File: src/rtl/switch_input_reader.sv
// switch_input_reader: synchronise and debounce 16 switches and a pushbutton, publish press events over valid/ready
module switch_input_reader #(
    parameter int C_TICK_COUNT   = 10_000 - 1,
    parameter int C_STABLE_TICKS = 20,
    parameter int C_WIDTH        = 16
) (
    input  logic               clk,
    input  logic               reset,
    input  logic [C_WIDTH-1:0] sw_in,
    input  logic               btn_in,
    output logic [C_WIDTH-1:0] sw_out,
    output logic               sw_changed,
    output logic               press_valid,
    output logic [C_WIDTH-1:0] press_data,
    input  logic               press_ready,
    output logic               press_overrun
);
    localparam int            CW    = C_STABLE_TICKS > 1 ? $clog2(C_STABLE_TICKS) : 1;
    localparam logic [CW-1:0] C_MAX = CW'(C_STABLE_TICKS - 1);
    localparam logic [23:0]   C_TICK = 24'(C_TICK_COUNT);

    logic [C_WIDTH-1:0] r_sw_s1, r_sw_s2, r_sw_last, r_sw_out, r_press_data;
    logic               r_btn_s1, r_btn_s2, r_btn_last, r_btn_db;
    logic [CW-1:0]      r_sw_cnt, r_btn_cnt;
    logic [23:0]        r_tick_cnt;
    logic               r_sw_changed, r_press_valid, r_press_overrun;

    logic               w_tick, w_sw_acc, w_btn_acc, w_press, w_take;
    logic [C_WIDTH-1:0] w_sw_next;

    assign w_tick    = r_tick_cnt == C_TICK;
    assign w_sw_acc  = w_tick && r_sw_s2 == r_sw_last && r_sw_cnt == C_MAX && r_sw_last != r_sw_out;
    assign w_btn_acc = w_tick && r_btn_s2 == r_btn_last && r_btn_cnt == C_MAX && r_btn_last != r_btn_db;
    assign w_press   = w_btn_acc && r_btn_last;
    assign w_take    = r_press_valid && press_ready;
    assign w_sw_next = w_sw_acc ? r_sw_last : r_sw_out;

    assign sw_out        = r_sw_out;
    assign sw_changed    = r_sw_changed;
    assign press_valid   = r_press_valid;
    assign press_data    = r_press_data;
    assign press_overrun = r_press_overrun;

    // two-flop synchronisers and the free-running sample tick divider
    always_ff @(posedge clk) begin
        if (reset) begin
            r_sw_s1    <= '0;
            r_sw_s2    <= '0;
            r_btn_s1   <= 1'b0;
            r_btn_s2   <= 1'b0;
            r_tick_cnt <= '0;
        end else begin
            r_sw_s1    <= sw_in;
            r_sw_s2    <= r_sw_s1;
            r_btn_s1   <= btn_in;
            r_btn_s2   <= r_btn_s1;
            r_tick_cnt <= w_tick ? '0 : r_tick_cnt + 24'd1;
        end
    end

    // whole-vector switch debounce; a new word is published with a one-cycle change pulse
    always_ff @(posedge clk) begin
        if (reset) begin
            r_sw_last    <= '0;
            r_sw_cnt     <= '0;
            r_sw_out     <= '0;
            r_sw_changed <= 1'b0;
        end else begin
            if (w_tick) begin
                if (r_sw_s2 == r_sw_last) begin
                    r_sw_cnt <= (r_sw_cnt == C_MAX) ? r_sw_cnt : r_sw_cnt + 1'b1;
                end else begin
                    r_sw_last <= r_sw_s2;
                    r_sw_cnt  <= '0;
                end
            end
            if (w_sw_acc) r_sw_out <= r_sw_last;
            r_sw_changed <= w_sw_acc;
        end
    end

    // button debounce with the same qualification rules as the switches
    always_ff @(posedge clk) begin
        if (reset) begin
            r_btn_last <= 1'b0;
            r_btn_cnt  <= '0;
            r_btn_db   <= 1'b0;
        end else begin
            if (w_tick) begin
                if (r_btn_s2 == r_btn_last) begin
                    r_btn_cnt <= (r_btn_cnt == C_MAX) ? r_btn_cnt : r_btn_cnt + 1'b1;
                end else begin
                    r_btn_last <= r_btn_s2;
                    r_btn_cnt  <= '0;
                end
            end
            if (w_btn_acc) r_btn_db <= r_btn_last;
        end
    end

    // press event slot: snapshot the post-edge switch word, drop and flag presses that find the slot busy
    always_ff @(posedge clk) begin
        if (reset) begin
            r_press_valid   <= 1'b0;
            r_press_data    <= '0;
            r_press_overrun <= 1'b0;
        end else if (w_press) begin
            if (!r_press_valid || w_take) begin
                r_press_valid <= 1'b1;
                r_press_data  <= w_sw_next;
            end else begin
                r_press_overrun <= 1'b1;
            end
        end else if (w_take) begin
            r_press_valid <= 1'b0;
        end
    end
endmodule

File: config.mk
export PLATFORM = sky130hd
export DESIGN_NAME = switch_input_reader
export DESIGN_NICKNAME = d
export VERILOG_FILES = /design/src/rtl/switch_input_reader.sv
export SDC_FILE = /design/constraint.sdc
export NUM_CORES = 1
export LEC_CHECK = 0
export ABC_AREA = 1
export CAP_MARGIN = 20
export CORE_MARGIN = 3
export CORE_UTILIZATION = 45
export DETAILED_ROUTE_END_ITERATION = 6
export PLACE_DENSITY = 0.68
export SLEW_MARGIN = 20
export SYNTH_ARGS = -nofsm -noshare
export SYNTH_HDL_FRONTEND = slang
export SYNTH_SLANG_ARGS = --single-unit
export TNS_END_PERCENT = 10
File: constraint.sdc
create_clock -name clk -period 1.7 [get_ports clk]
set_input_delay 0.51 -clock clk [delete_from_list [all_inputs] [get_ports clk]]
set_output_delay 0.51 -clock clk [all_outputs]
set_load 0.03 [all_outputs]
* Word level (Yosys, flattened, before mapping)
Index checks and enable logic that the tools add are counted.
** Storage, ports and cells
- Bits of input ports :: 20
- Logic and storage cells :: 58
- Register bits :: 121
** Operators by class
- Eq/ne operators :: 10
- Multiplexer cells :: 8
- Bitwise gates (word level) :: 3
- Reductions and logical operators :: 19
- Add/subtract/negate cells :: 3
** Operators by type and width (count)
- 24-bit by 1-bit adder with 24-bit output, second input constant :: 1
- 24-bit by 14-bit equality test with 1-bit output, second input constant :: 1
- 5-bit two-way mux :: 4
- 16-bit equality test :: 1
- 16-bit two-way mux :: 1
- 16-bit inequality test :: 1
- 2-bit AND reduction :: 7
- 5-bit by 1-bit adder with 5-bit output, second input constant :: 2
- 5-bit equality test, second input constant :: 2
- 1-bit logical AND :: 8
- 2-bit inequality test, second input constant :: 2
- 1-bit two-way mux :: 3
- 1-bit inverter :: 3
- 2-bit by 1-bit inequality test with 1-bit output, second input constant :: 1
- 2-bit nonzero test :: 1
- 2-bit OR reduction :: 1
- 1-bit equality test :: 1
- 1-bit logical NOT :: 1
- 1-bit logical OR :: 1
- 1-bit inequality test :: 1

* Logic depth before layout (Yosys ltp)
Gate-level depths: netlist (run 1).
- Depth after elaboration :: 7
- Depth in mapped cells :: 14

* Worst setup path after synthesis (run 1)
No wires, ideal clock.
- Path kind :: reg-to-reg
- Start point :: register r_tick_cnt[0]
- End point :: register r_press_data[15] (netlist: press_data[15])
- Library setup time :: 0.109 ns
- Setup slack :: -0.075 ns
- Data arrival time :: 1.666 ns
- Clock period less this slack :: 1.775 ns
- Required time :: 1.591 ns
- Path buffers :: 1
- Cell stages (with the launch flop) :: 14
- Path through :: dfxtp_1 > ha_1 > nand2_2 > inv_2 > nand2_4 > nor2_4 > nand3_1 > nor2_4 > nand4_4 > inv_2 > buf_6 > nand3_1 > nand2_1 > inv_1
** On the way
- Cells in the longest elaborated chain, start to end :: 6
- Elaborated cells on any way between the ends :: 10
- Classes of those cells :: eq/ne: 1; mux: 1; reduce/logical: 8
** Ends and longest elaborated chain
- from (decl) :: line 25 : logic [23:0] r_tick_cnt;
- from (signal assigned) :: line 57 : r_tick_cnt <= w_tick ? '0 : r_tick_cnt + 24'd1;
- 24-bit by 14-bit equality test with 1-bit output (*) :: line 31 : assign w_tick = r_tick_cnt == C_TICK;
- 1-bit logical AND (3 in series) :: line 33 : assign w_btn_acc = w_tick && r_btn_s2 == r_btn_last && r_btn_cnt == C_MAX && r_btn_last != r_btn_db;
- 1-bit logical AND :: line 34 : assign w_press = w_btn_acc && r_btn_last;
- 2-bit AND reduction (no line)
- to (signal assigned) :: line 110 : r_press_data <= w_sw_next;
- to (decl) :: line 22 : logic [C_WIDTH-1:0] r_sw_s1, r_sw_s2, r_sw_last, r_sw_out, r_press_data;
Mark *: on every way between the ends. The rest lies on a longest branch, timed or not.
A chain may end at the register's enable or synchronous reset.

* Worst setup path after layout (run 1)
- Start point :: register r_tick_cnt[0]
- End point :: register r_sw_last[4]
** On the way
- Cells in the longest elaborated chain, start to end :: 2
** Ends and longest elaborated chain
- 24-bit by 14-bit equality test with 1-bit output :: line 31
- 2-bit AND reduction (no line)
- to (signal assigned) :: line 73 : r_sw_last <= r_sw_s2;
- to (decl) :: line 22
No other way between the ends.

==> flow_summary.ini, run 1 <==
[status]
status = complete, but fails checks
violations = setup timing

[yosys]
synth_edf_count = 0
synthArstFlopShare = 0
synth_top_area_frac = 0.418
syn_area_mm2 = 0.00580
synth.most_common_cell = nand2_1
netlist_top_cells_count = 192 x nand2_1, 151 x inv_1, 121 x dfxtp_1
yosysWarnings = 0
synth.area.top_cells = dfxtp_1 42%, nand2_1 12%, inv_1 9.8%
syn_avg_cell_area_um2 = 6.94
ys.flop_type = dfxtp_1
ys_types = 40
ys_seq_area_frac = 0.418
synth_top_cell_by_area = dfxtp_1
syn_inst = 835
synth_nets = 858
ys_seq_elements = 121

[global_route]
grt_max_degree = 77
busiest_layer = met2
grt_pass1_vias = 4998
grt_first_pass_wirelength_um = 23200
overflow = 0
grtUsageMet2 = 0.308
antenna_found_initial = 0
grtUsageTotal = 0.201
met3_usage = 0.0410
use_met1 = 0.277

[routing]
postRouteAntennaNets = 0
viasPerCell = 4.74
wl_um = 14600
firstDrtPassIters = 5
drt_iter0_drc = 307
drt-wirelength-per-cell_um = 12.4
remaining_drc_errors = 0
vias = 5590

[critical_path]
worstPathArrival_ps = 2050
worstSetupPathType = reg2reg
crit_required_ps = 2010
crit_path_end_kind = flop
cp-start-kind = flop
crit_fanout = 9

[placement]
gp_congestion = 0.837
place_hpwl_um = 9860
dp.cells = 1133
portBuffers = 54
place_ws_ps = -143

[hold_path]
worst_hold_path_type = reg2reg

[cts]
insertion_delay_ps = 420
path_clk_slew_ps = 50
cts-root-buf = clkbuf_16
cts_buffer_depth = 2
numCtsBuffers = 17
cts_tree = yes
clock_sinks = 121
cts_max_level = 4

[die]
die_h_um = 120
fp.dieW_um = 120
start_util = 0.471
rows = 40
core_mm2 = 0.0123
die-area_mm2 = 0.0143
pin_count = 55

[timing]
layout_setup_ws_ps = -39.0
hold_viol_final = 0
skew_ps = 9.80
final.period_utilization = 1.02
rsz0062_at_grt = true
hold_ws_ps = 391
post-route-min-period_ps = 1740
max_slew_margin = 0.659
worstMarginPinSlew_ps = 506
timing.fmax_mhz = 575
slew_viol_final = 0
finalSetupViolCount = 32

[layout]
nets = 1023
antenna_cells = 0
syn2layout_area_growth_pct = 43.9
layout.cells.non_filler = 1180
drive_gt1_frac = 0.283

[pwr]
p_per_area_mw_per_mm2 = 824
leakage_nw = 3.71
power_w = 0.00688
ir_drop_uv = 553

[run]
cap_violations = 0
[path summary, 6_finish.rpt]
| path | slack, ps | endpoint | cells after the start | from |
|---|---|---|---|---|
| worst max-delay path | -40 | r_sw_last[4]$_SDFFE_PP0P_ | 12 | r_tick_cnt[0]$_SDFF_PP0_ |
| worst min-delay path | 390 | r_sw_s2[7]$_SDFF_PP0_ | 2 | r_sw_s1[7]$_SDFF_PP0_ |
| worst max register to register | -40 | r_sw_last[4]$_SDFFE_PP0P_ | 12 | r_tick_cnt[0]$_SDFF_PP0_ |
| worst min register to register | 390 | r_sw_s2[7]$_SDFF_PP0_ | 2 | r_sw_s1[7]$_SDFF_PP0_ |
[sequential cells by signal (all words and copies together), names as in the netlist, 5 cells and up]
name        count
r_btn_cnt       5
r_sw_last      16
r_sw_s1        16
r_sw_cnt        5
r_tick_cnt     24
press_data     16
r_sw_s2        16
sw_out         16
[cells in the final DEF, fill, tap and decap left out, drive strengths merged, types with 9 or more instances in the layout]
master,instances
a21oi,70
clkbuf,28
nor2,97
o21ai,39
inv,163
nand2,200
nand3,54
clkdlybuf4s50,18
nor3,20
dfxtp,121
dlygate4sd2,9
buf,114
nand4,16
clkdlybuf4s15,19
[cell families (layout without fill, tap and decap cells)]
logic type | Yosys count | count (layout) | share of synthesized area
AO/OA/AOI/OAI | 113 | 113 | 0.105
XOR/XNOR | 15 | 15 | 0.0240
flip-flops | 121 | 121 | 0.418
AND/OR/NAND/NOR | 397 | 399 | 0.318
adder cells (fa/ha/maj) | 3 | 3 | 0.00648
buffers and inverters | 186 | 361 | 0.128
[cell type report]
class	instances	area, µm²
fillers	1058	3970
multi-input cells	530	2930
flip-flops and latches	121	2450
repair buffers	166	1520
inverters	164	626
clock buffers	22	454
well taps	168	210
clock inverters	9	148
[per-stage QoR]
step                      utilization  cell area, µm²  TNS (ps)
final                           0.678            8340      -597
after global routing            0.678            8340     -7490
after CTS                       0.642            7910     -1160
after detailed placement        0.588            7240     -4250
after global placement          0.588            7240     -2180
after floorplan                     -            5810     -44.4
[power by group]
group | internal (W) | switching (W)
sequential | 0.00288 | 0.0000251
clock | 0.00247 | 0.00124
combinational | 0.000117 | 0.000142
total | 0.00547 | 0.00141
[repair_timing]
| item | 4_1_cts | 5_1_grt |
|---|---|---|
| endpoints found under the setup margin | 95 | 93 |
| setup buffers | 0 | 10 |
| resized for setup | 96 | 95 |
| hold buffers | 0 | 0 |
| gates cloned | 0 | 6 |
| pin swaps | 1 | 16 |
[critical path: stages, from the launching register on]
cell     delay (ps)
dfxtp_2         350
ha_4            150
nand2_4          60
inv_4            60
nand2_4          50
nor2_4          140
nand2_2         100
nor2_4          140
buf_6           160
nand2_8          80
buf_12          150
o21ai_0         130
a21oi_1          50
[per-layer routing]
layer | vias up | wire length, µm
li1 | 2934 | -
met1 | 2513 | 6950
met2 | 116 | 6620
met3 | 27 | 782
met4 | 0 | 284
met5 | - | 0
(Power assumes the default switching activity.)
==> inputs of run 2 (changes only) <==
Settings changed: PLACE_DENSITY 0.68 to default, PLACE_DENSITY_LB_ADDON from default to 0.2.
==> run 2 against run 1 <==
- highest routed layer unchanged
- total power down 3.9%
- register-to-register slack worse by 30 ps
- sequential cell count unchanged
- critical endpoint is now press_data[8]$_SDFFE_PP0P_
- the run still ends with setup timing left
- first-iteration DRC count up 31%
==> flow_summary.ini, run 2 (synthesis results as in run 1) <==
[cts]
insertion_delay_ps = 420
cts_max_level = 4
cts_buffer_depth = 2
clock_sinks = 121
numCtsBuffers = 17
cts_tree = yes
cts_hold_repair.buffers = 0
cts-root-buf = clkbuf_16
path_clk_slew_ps = 60

[placement]
place_ws_ps = -131
place_hpwl_um = 9740
dp.cells = 1129
gp_congestion = 0.867
portBuffers = 54

[routing]
firstDrtPassIters = 5
drt-wirelength-per-cell_um = 11.9
wl_um = 14000
viasPerCell = 4.65
vias = 5435
drt_iter0_drc = 403
postRouteAntennaNets = 0
remaining_drc_errors = 0

[critical_path]
slowest_delay_ps = 350
crit_chain = ha_4 > nand2_4 > inv_4 > nand2_4 > nor2_4 > nand2_2 > nor2_4 > nand2_4 > buf_8 > o21ai_2 > nand3_1 > nand2_1 > inv_1
worstSetupPathType = reg2reg
r2r_slack_ps = -70
r2r-start = r_tick_cnt[1]$_SDFF_PP0_
worstPathArrival_ps = 2090
cp_num_buf_inv = 3
cp-start-kind = flop
timing.critical_path.slowest_stage_cell = dfxtp_2
cp.depth = 13
r2r_end = press_data[8]$_SDFFE_PP0P_
crit_path_end_kind = flop
crit_required_ps = 2020
crit_family = simple AND/OR/NAND/NOR gates
reg2reg_depth = 13
path_common_cell = nand2_4
crit_fanout = 7

[pwr]
ir_drop_uv = 677
pwr-share-seq = 0.440
internal-power_w = 0.00503
leakage_nw = 3.56
combPwrFrac = 0.040
pwr-share-clk = 0.520
p_per_area_mw_per_mm2 = 818
switching_share = 0.238
switching_power_w = 0.00157
power_w = 0.00661

[die]
rows = 40
pin_count = 55
die_h_um = 120
fp.dieW_um = 120
die-area_mm2 = 0.0143
start_util = 0.471
core_mm2 = 0.0123

[global_route]
grt_max_degree = 77
grt_pass1_vias = 5001
antenna_found_initial = 0
grtUsageTotal = 0.196
overflow = 0
grt_first_pass_wirelength_um = 22600

[timing]
final.period_utilization = 1.04
post-route-min-period_ps = 1770
layout_setup_ws_ps = -67.7
rsz0062_at_grt = true
slew_viol_final = 0
finalSetupViolCount = 36
hold_ws_ps = 401
max_slew_margin = 0.731
skew_ps = 8.31
hold_viol_final = 0
timing.fmax_mhz = 566
worstMarginPinSlew_ps = 400

[layout]
syn2layout_area_growth_pct = 39.3
utilization = 0.656
final_cell_mix = 186 x nand2_1, 147 x inv_1, 97 x dfxtp_1, 89 x buf_4, 81 x nor2_1
regMostFlops = r_tick_cnt
antenna_cells = 0
layout.cells.non_filler = 1170
drive_gt1_frac = 0.278
mostFrequentLayoutCell = nand2_1
nets = 1012
largest_reg_flops = 24

[status]
violations = setup timing
status = complete, but fails checks

[run]
cap_violations = 0

[hold_path]
hold_depth = 2
worst_hold_path_type = reg2reg
hp-start = r_sw_s1[0]$_SDFF_PP0_
min_to = r_sw_s2[0]$_SDFF_PP0_
[run 2: changes by cell type in the layout (fill, tap and decap cells not counted), sizes merged, moves of 3 or more]
cell / delta
inv: +4
bufinv: -3
dlygate4sd2: -4
clkbuf: -9
clkinv: +5
[run 2: stage by stage]
stage,area [µm²],TNS (ps)
2_1_floorplan,5810,-44.4
3_3_place_gp,7170,-2280
3_5_place_dp,7170,-3030
4_1_cts,7770,-824
5_1_grt,8070,-7340
6_report,8070,-860
[run 2: layout make-up]
type / instances / area, µm²
tap: 168 / 210
clock inverter: 15 / 144
timing repair buffer: 154 / 1310
multi-input combinational: 531 / 2900
fill: 1074 / 4240
sequential: 121 / 2450
clock buffer: 17 / 425
inverter: 164 / 626
[run 2: what timing repair did]
action | in CTS | in global routing
gates cloned | 0 | 3
buffers inserted | 0 | 6
setup endpoints to repair | 95 | 100
gates resized for setup | 115 | 97
pin swaps | 4 | 21
[run 2: how the worst max path moves through the flow]
stage | slack (ps) | end | startpoint
final | -70 | press_data[8]$_SDFFE_PP0P_ | r_tick_cnt[1]$_SDFF_PP0_
after global routing | -170 | press_data[8]$_SDFFE_PP0P_ | r_tick_cnt[1]$_SDFF_PP0_
after CTS | -60 | press_data[10]$_SDFFE_PP0P_ | r_tick_cnt[7]$_SDFF_PP0_
after detailed placement | -130 | r_sw_cnt[1]$_SDFFE_PP0P_ | r_tick_cnt[1]$_SDFF_PP0_
after floorplan | -20 | press_data[5]$_SDFFE_PP0P_ | r_tick_cnt[0]$_SDFF_PP0_
after global placement | -120 | r_sw_cnt[3]$_SDFFE_PP0P_ | r_tick_cnt[0]$_SDFF_PP0_
[run 2: routing by layer]
metal,track usage,routed length (µm),up-vias
met2,0.338,6880,80
met5,0,0,-
met4,0.0666,191,0
li1,-,-,2916
met3,0.0518,487,17
met1,0.237,6400,2422
[run 2: power groups by stage]
stage / Sequential (W) / Clock (W) / Combinational [W]
floorplan: 0.00296 / 0 / 0.000138
global placement: 0.00296 / 0 / 0.000233
detailed placement: 0.00296 / 0 / 0.000236
CTS: 0.00290 / 0.00351 / 0.000242
global route: 0.00291 / 0.00364 / 0.000296
finish: 0.00290 / 0.00344 / 0.000265
[run 2: tightest hold or removal path: stages, from the launching register on]
cell and delay, ps:
dfxtp_1 290, inv_1 40, nor2_1 30
==> inputs of run 3 (changes only) <==
Settings changed: CTS_CLUSTER_SIZE from default to 30.
==> results of run 3 <==
No change in the layout: final DEF, timing and power equal those of run 2.
